### src/rtl/layered_color_mapper.sv
// layered_color_mapper: priority sprite-layer colour select with frame-timed fade, 2-stage pipeline
module layered_color_mapper #(
  parameter int NUM_LAYERS = 4,
  parameter logic [23:0] BG_COLOR = 24'h00FF00,
  parameter logic [23:0] KEY_COLOR = 24'hFF00FF,
  parameter int BLINK_BIT = 3
) (
  input  logic Clk,
  input  logic Reset,
  input  logic pixel_valid,
  input  logic frame_start,
  input  logic [NUM_LAYERS-1:0] layer_hit,
  input  logic [24*NUM_LAYERS-1:0] layer_rgb,
  input  logic [NUM_LAYERS-1:0] blink_mask,
  input  logic fade_out_req,
  input  logic fade_in_req,
  output logic [7:0] Red,
  output logic [7:0] Green,
  output logic [7:0] Blue,
  output logic out_valid,
  output logic fade_busy
);
  typedef enum logic [1:0] {IDLE, FADING_OUT, DARK, FADING_IN} state_t;
  state_t state, state_n;
  logic [3:0] level, level_n;
  logic [7:0] frame_cnt;
  logic [23:0] pick, s1_rgb;
  logic s1_valid;
  function automatic logic [7:0] scale(input logic [7:0] c, input logic [3:0] l);
    return 8'(({4'd0, c} * {8'd0, l}) >> 3);
  endfunction
  // walk from the highest index down so the lowest visible layer wins
  always_comb begin
    pick = BG_COLOR;
    for (int i = NUM_LAYERS - 1; i >= 0; i--)
      if (layer_hit[i] && layer_rgb[24*i +: 24] != KEY_COLOR && !(blink_mask[i] && frame_cnt[BLINK_BIT]))
        pick = layer_rgb[24*i +: 24];
  end
  // a reversing request takes precedence over a frame step in the same cycle
  always_comb begin
    state_n = state;
    level_n = level;
    case (state)
      IDLE: state_n = fade_out_req ? FADING_OUT : IDLE;
      FADING_OUT:
        if (fade_in_req && !fade_out_req) state_n = FADING_IN;
        else if (frame_start) begin
          level_n = level == 4'd0 ? 4'd0 : level - 4'd1;
          state_n = level <= 4'd1 ? DARK : FADING_OUT;
        end
      DARK: state_n = fade_in_req ? FADING_IN : DARK;
      FADING_IN:
        if (fade_out_req) state_n = FADING_OUT;
        else if (frame_start) begin
          level_n = level >= 4'd8 ? 4'd8 : level + 4'd1;
          state_n = level >= 4'd7 ? IDLE : FADING_IN;
        end
      default: state_n = IDLE;
    endcase
  end
  always_ff @(posedge Clk) begin
    if (Reset) begin
      state <= IDLE;
      level <= 4'd8;
      frame_cnt <= '0;
      s1_rgb <= '0;
      s1_valid <= 1'b0;
      Red <= '0;
      Green <= '0;
      Blue <= '0;
      out_valid <= 1'b0;
    end else begin
      state <= state_n;
      level <= level_n;
      frame_cnt <= frame_cnt + 8'(frame_start);
      s1_rgb <= pick;
      s1_valid <= pixel_valid;
      Red <= s1_valid ? scale(s1_rgb[23:16], level) : '0;
      Green <= s1_valid ? scale(s1_rgb[15:8], level) : '0;
      Blue <= s1_valid ? scale(s1_rgb[7:0], level) : '0;
      out_valid <= s1_valid;
    end
  end
  assign fade_busy = state == FADING_OUT || state == FADING_IN;
endmodule

### config.mk
export PLATFORM = sky130hd
export DESIGN_NAME = layered_color_mapper
export DESIGN_NICKNAME = d
export VERILOG_FILES = /design/src/rtl/layered_color_mapper.sv
export SDC_FILE = /design/constraint.sdc
export NUM_CORES = 1
export LEC_CHECK = 0
export ABC_AREA = 1
export BUFFER_PORTS_ARGS = -buffer_cell sky130_fd_sc_hd__buf_2
export CAP_MARGIN = 20
export CORE_ASPECT_RATIO = 2
export CORE_MARGIN = 4
export CORE_UTILIZATION = 50
export CTS_CLUSTER_DIAMETER = 60
export DETAILED_ROUTE_END_ITERATION = 8
export GPL_ROUTABILITY_DRIVEN = 0
export PLACE_DENSITY = 0.75
export SLEW_MARGIN = 20
export SYNTH_ARGS = -nofsm -noshare
export SYNTH_HDL_FRONTEND = slang
export SYNTH_SLANG_ARGS = --single-unit
### constraint.sdc
create_clock -name Clk -period 8.2 [get_ports Clk]
set_clock_uncertainty 0.15 [all_clocks]
set_input_delay 0.82 -clock Clk [delete_from_list [all_inputs] [get_ports Clk]]
set_output_delay 0.82 -clock Clk [all_outputs]
set_load 0.02 [all_outputs]
==> results of run 1 <==
[cells by family after synthesis]
family / synth area share (%)
XOR/XNOR: 1.51
AND/OR/NAND/NOR: 27.9
flip-flops: 20.8
AO/OA/AOI/OAI: 12.3
adder cells (fa/ha/maj): 21.3
buffers and inverters: 16.2
[stage by stage]
| stage | std cells | hold slack, ns |
|---|---|---|
| 2_1_floorplan | 886 | 0.334 |
| 3_3_place_gp | 1132 | 0.353 |
| 3_5_place_dp | 1133 | 0.376 |
| 4_1_cts | 1149 | 0.389 |
| 5_1_grt | 1149 | 0.404 |
| 6_report | 1149 | 0.389 |
[placed cells by master, fill, tap and decap left out, types with 9 or more instances in the layout]
cell / n
nand2_1: 209
inv_1: 203
buf_2: 135
nand3_1: 66
dfxtp_1: 60
nor2_1: 53
a21oi_1: 52
o21ai_0: 49
ha_1: 41
fa_1: 36
nand4_1: 27
nand3b_1: 13
clkbuf_16: 9
[worst min-delay path, delay by kind of cell, from the launching register on]
| kind | cells | cell delay [ns] |
|---|---|---|
| AND/OR/NAND/NOR | 1 | 0.08 |
| flip-flops | 1 | 0.34 |
| XOR/XNOR | 1 | 0.08 |
[report_power, final]
part           total (mW)  internal (mW)  switching (mW)
Clock               0.375          0.242           0.132
Combinational       0.251         0.0980           0.153
Sequential          0.335          0.310          0.0243
Total               0.960          0.650           0.310
[how the worst max path moves through the flow]
| stage | startpoint | to |
|---|---|---|
| after CTS | level[3] | Green[5] |
| after detailed placement | level[3] | Green[5] |
| after global placement | level[3] | Green[5] |
| after global routing | level[3] | Green[5] |
| final | level[3] | Green[5] |
| after floorplan | level[1] | Red[5] |
[layout make-up]
class                           count  share of cell area [%]
Multi-Input combinational cell    587                    53.6
Clock buffer                       10                    3.51
Sequential cell                    60                    17.6
Inverter                          207                    11.4
Clock inverter                      6                   0.937
Timing Repair Buffer              137                    10.3
Tap cell                          142                    2.61
[sequential cells by signal, summed over array words and instances, names as in the netlist]
name,count
s1_rgb,24
Blue,8
Green,8
Red,8
frame_cnt,4
level,4
state,2
out_valid,1
s1_valid,1
[per-layer routing]
layer  up-vias  global-route usage, %
met5         -                      0
met2       157                   40.4
met3        35                   3.36
met1      2506                   21.9
met4         0                   11.4
li1       2989                      -
==> impl_metrics.toml, run 1 <==
[timing]
finalSetupViolCount = 0
setup_slack_ns = 4.40
period_needed_ns = 3.80
hold_viol = 0
rsz0062_at_grt = "false"
slew_headroom_pct = 34.0
slew_viol_final = 0
worst_pin_slew_ns = 0.989
finalSetupTns_ns = 0
clock.fmax_mhz = 263
post-route-period-util_pct = 46.3

[synth]
synth_most_common_cell = "nand2_1"
ys_seq_area_share_pct = 20.8
synth_area_leaders = "dfxtp_1 21%, nand2_1 14%, inv_1 13%"
yosysWarnings = 0
syn_area_per_cell_um2 = 6.53
ys.flop_type = "dfxtp_1"
yosysUniqueCellTypes = 37
syn-cell-area_um2 = 5790
syn-instance-count = 886
synthTopCellsByCount = "209 x nand2_1, 203 x inv_1, 66 x nand3_1"
synth_seq_cells = 60
synth_nets = 1073
synth_top_cell_by_area = "dfxtp_1"
async_flop_share_pct = 0
synth_edf_count = 0
yosysTopAreaCellShare_pct = 20.8

[placed_design]
post_dp_cell_area_um2 = 6500
place_ws_ns = 4.41
hpwl_um = 11600
io_buffers = 135

[worst_setup_path]
crit_path_top_delay_cell = "dfxtp_1"
cp_common_cell = "nand2_1"
crit_family = "adder cells"
r2r_start = "level[3]"
crit_required_ns = 8.27
worstPathArrival_ns = 3.87
ff2ff_path_depth = 14
worst-setup-path-type = "register to register"
worst-r2r-setup-slack_ns = 4.40
worstPathMaxFanout = 29
cp_num_buf_inv = 3
cp-start-kind = "register"
cp_cell_sequence = "nand2_1 > fa_1 > inv_1 > fa_1 > inv_1 > fa_1 > inv_1 > nand3_1 > nand2_1 > nand2_1 > nand2_1 > a21oi_1 > o21ai_0 > a21oi_1"
cp_slowest_stage_delay_ns = 0.97
r2r_end = "Green[5]"
crit_path_end_kind = "register"
crit_cells = 14

[cts]
cts_tree = "built"
ctsHoldBuffers = 0
post_cts_buffers = 0
cts_buffers = 9
cts_resized = 0
cts.sinks = 60
clock_latency_ns = 0.34
clkTransAtPathRegs_ns = 0.06
cts.path.max_buffers = 2
root_buffer = "clkbuf_16"
cts.htree.levels = 3

[run_status]
status = "complete, no violations"

[route]
drt_first_iter_violations = 274
routedWlPerCell_um = 11.9
dr.max_layer_used = "met4"
vias = 5687
avgViaCountPerCell = 4.95
wl_met3_um = 713
wl_met2_um = 7330
wl_met1_um = 5140
detail-route-antenna-nets = 0
dr.pass1.iters = 5
wirelength_um = 13700
remaining_drc_errors = 0

[layout]
final_core_util_pct = 59.9
multiInputGateArea_um2 = 3650
fillCellCount = 1126
area_growth_pct = 17.6
nets = 1189
diodes = 0
stdcell_area_um2 = 6810
drive_gt1_share_pct = 16.3
seq_area_um2 = 1200

[floorplanning]
placementRows = 55
initial_utilization_pct = 51.0
core_area_um2 = 11400
die_area_um2 = 13500
die_h_um = 160
num_io_pins = 136
die_x_um = 84.1

[power_and_ir_drop]
design_power_total_uw = 960
cellLeakagePower_nw = 4.16
power.density_nw_per_um2 = 141
ir_drop_v = 0.000106

[job]
max_cap_violations = 0

[grt]
grt_pass1_vias = 5658
antenna_found_initial = 0
grt.overflow.total = 0
grt_pass1_wl_um = 24000
grt_max_degree = 34
grtUsageTotal_pct = 21.4

[worst_hold_path]
min_to = "frame_cnt[2]"
hold_start = "frame_cnt[2]"
hold_depth = 2
min_path_type = "register to register"
No activity file was read; power rests on OpenSTA's default activity.
==> run 2: changes to the inputs <==
- clock period: 8.2 -> 3.8 ns (I/O delays scaled with it)
==> run 2 against run 1 <==
Compared with the run above: first-iteration DRC count shrank 30%; largest power group unchanged; critical path type unchanged; largest cell class unchanged; sequential share of layout area is 0.078 points lower; utilization rose by 0.26 points; critical endpoint is now Red[7].
==> impl_metrics.toml, run 2 (same netlist as run 1, synthesis figures left out) <==
[run_status]
status = "complete, no violations"

[job]
max_cap_violations = 0

[layout]
nets = 1194
area_growth_pct = 18.2
stdcell_area_um2 = 6840
fillCellCount = 1147
fin_cells = 1154
drive_gt1_share_pct = 16.7
diodes = 0
largest_register_ffs = 24
top_register = "s1_rgb"
final_common_cell = "nand2_1"
final_cell_mix = "209 x nand2_1, 203 x inv_1, 135 x buf_2, 66 x nand3_1, 60 x dfxtp_1"
final_core_util_pct = 60.2

[cts]
clkTransAtPathRegs_ns = 0.05
root_buffer = "clkbuf_16"
cts.path.max_buffers = 2
cts_resized = 0
cts_buffers = 9
cts.htree.levels = 3
post_cts_buffers = 0
ctsHoldBuffers = 0
cts.sinks = 60
cts_tree = "built"
clock_latency_ns = 0.33

[grt]
grt_max_degree = 34
grt_pass1_vias = 5621
grt_pass1_wl_um = 23600
grtUsageTotal_pct = 20.9
antenna_found_initial = 0
grt.overflow.total = 0

[power_and_ir_drop]
cellLeakagePower_nw = 4.18
design_power_total_mw = 2.07
power.density_nw_per_um2 = 303
p_seq_share_pct = 34.7
clkPwrFrac_pct = 38.9
p_switching_uw = 665
ir_drop_v = 0.000230
swShare_pct = 32.1
pwr-share-comb_pct = 26.5
internal_power_mw = 1.41

[timing]
clock.fmax_mhz = 300
rsz0062_at_grt = "false"
finalSetupTns_ns = 0
finalSetupViolCount = 0
worst_pin_slew_ns = 0.879
post-route-period-util_pct = 87.8
slew_viol_final = 0
hold_viol = 0
slew_headroom_pct = 41.3
period_needed_ns = 3.34
hold_slack_ns = 0.113
setup_slack_ns = 0.463

[floorplanning]
core_area_um2 = 11400
initial_utilization_pct = 51.0
die_area_um2 = 13500
die_h_um = 160
die_x_um = 84.1
placementRows = 55
num_io_pins = 136

[worst_setup_path]
cp-start-kind = "register"
crit_path_end_kind = "register"
crit_path_top_delay_cell = "dfxtp_1"
cp_slowest_stage_delay_ns = 0.67
crit_required_ns = 3.91
worstPathMaxFanout = 17
worst-setup-path-type = "register to register"
cp_cell_sequence = "nand2_1 > fa_1 > inv_1 > fa_1 > inv_1 > fa_1 > inv_1 > nand3_1 > nand2_1 > nand4_1 > o211ai_1 > o21ai_1 > a21oi_1"
ff2ff_path_depth = 13
worstPathArrival_ns = 3.45

[worst_hold_path]
min_path_type = "input pin to register"
hold_depth = 3

[route]
drt_first_iter_violations = 193
dr.pass1.iters = 5
avgViaCountPerCell = 4.97
vias = 5735
remaining_drc_errors = 0
wirelength_um = 13600
detail-route-antenna-nets = 0
routedWlPerCell_um = 11.8

[placed_design]
hpwl_um = 11600
io_buffers = 135
place_ws_ns = 0.489
placedCellCount = 1138
post_dp_cell_area_um2 = 6530
-- run 2: cell count changes in the layout (fill, tap and decap cells not counted), sizes merged --
cell,previous run,this run
buf,137,142
-- run 2: layout make-up --
class	count	area [µm²]	share of cell area [%]
clock buffers	10	239	3.50
multi-input cells	587	3650	53.4
clock inverters	6	63.8	0.933
well taps	142	178	2.60
inverters	207	777	11.4
flip-flops and latches	60	1200	17.6
repair buffers	142	728	10.7
-- run 2: per-layer routing --
metal / up-vias / global-route usage (%) / routed length (µm)
met5: - / 0 / 0
met4: 0 / 8.05 / 320
met3: 25 / 4.85 / 711
met2: 163 / 40.4 / 7500
met1: 2543 / 21.0 / 5090
li1: 3004 / - / -
-- run 2: worst paths after layout --
kind           startpoint  slack, ns           end
max              level[1]       0.46        Red[7]
min           pixel_valid       0.11      s1_valid
max reg2reg      level[1]       0.46        Red[7]
min reg2reg  frame_cnt[2]       0.37  frame_cnt[2]
-- run 2: worst max-delay path, delay by kind of cell (launching register included) --
family / cells / cell delay [ns]
adder cells (fa/ha/maj): 3 / 1.47
AO/OA/AOI/OAI: 3 / 0.33
AND/OR/NAND/NOR: 4 / 0.43
buffers and inverters: 3 / 0.21
flip-flops: 1 / 0.67
-- run 2: power by group through the flow --
stage | registers (mW) | clock network (mW) | logic (mW)
2_1_floorplan | 0.717 | 0 | 0.395
3_3_place_gp | 0.731 | 0 | 0.537
3_5_place_dp | 0.732 | 0 | 0.549
4_1_cts | 0.718 | 0.822 | 0.553
5_1_grt | 0.725 | 0.851 | 0.642
6_report | 0.719 | 0.806 | 0.549
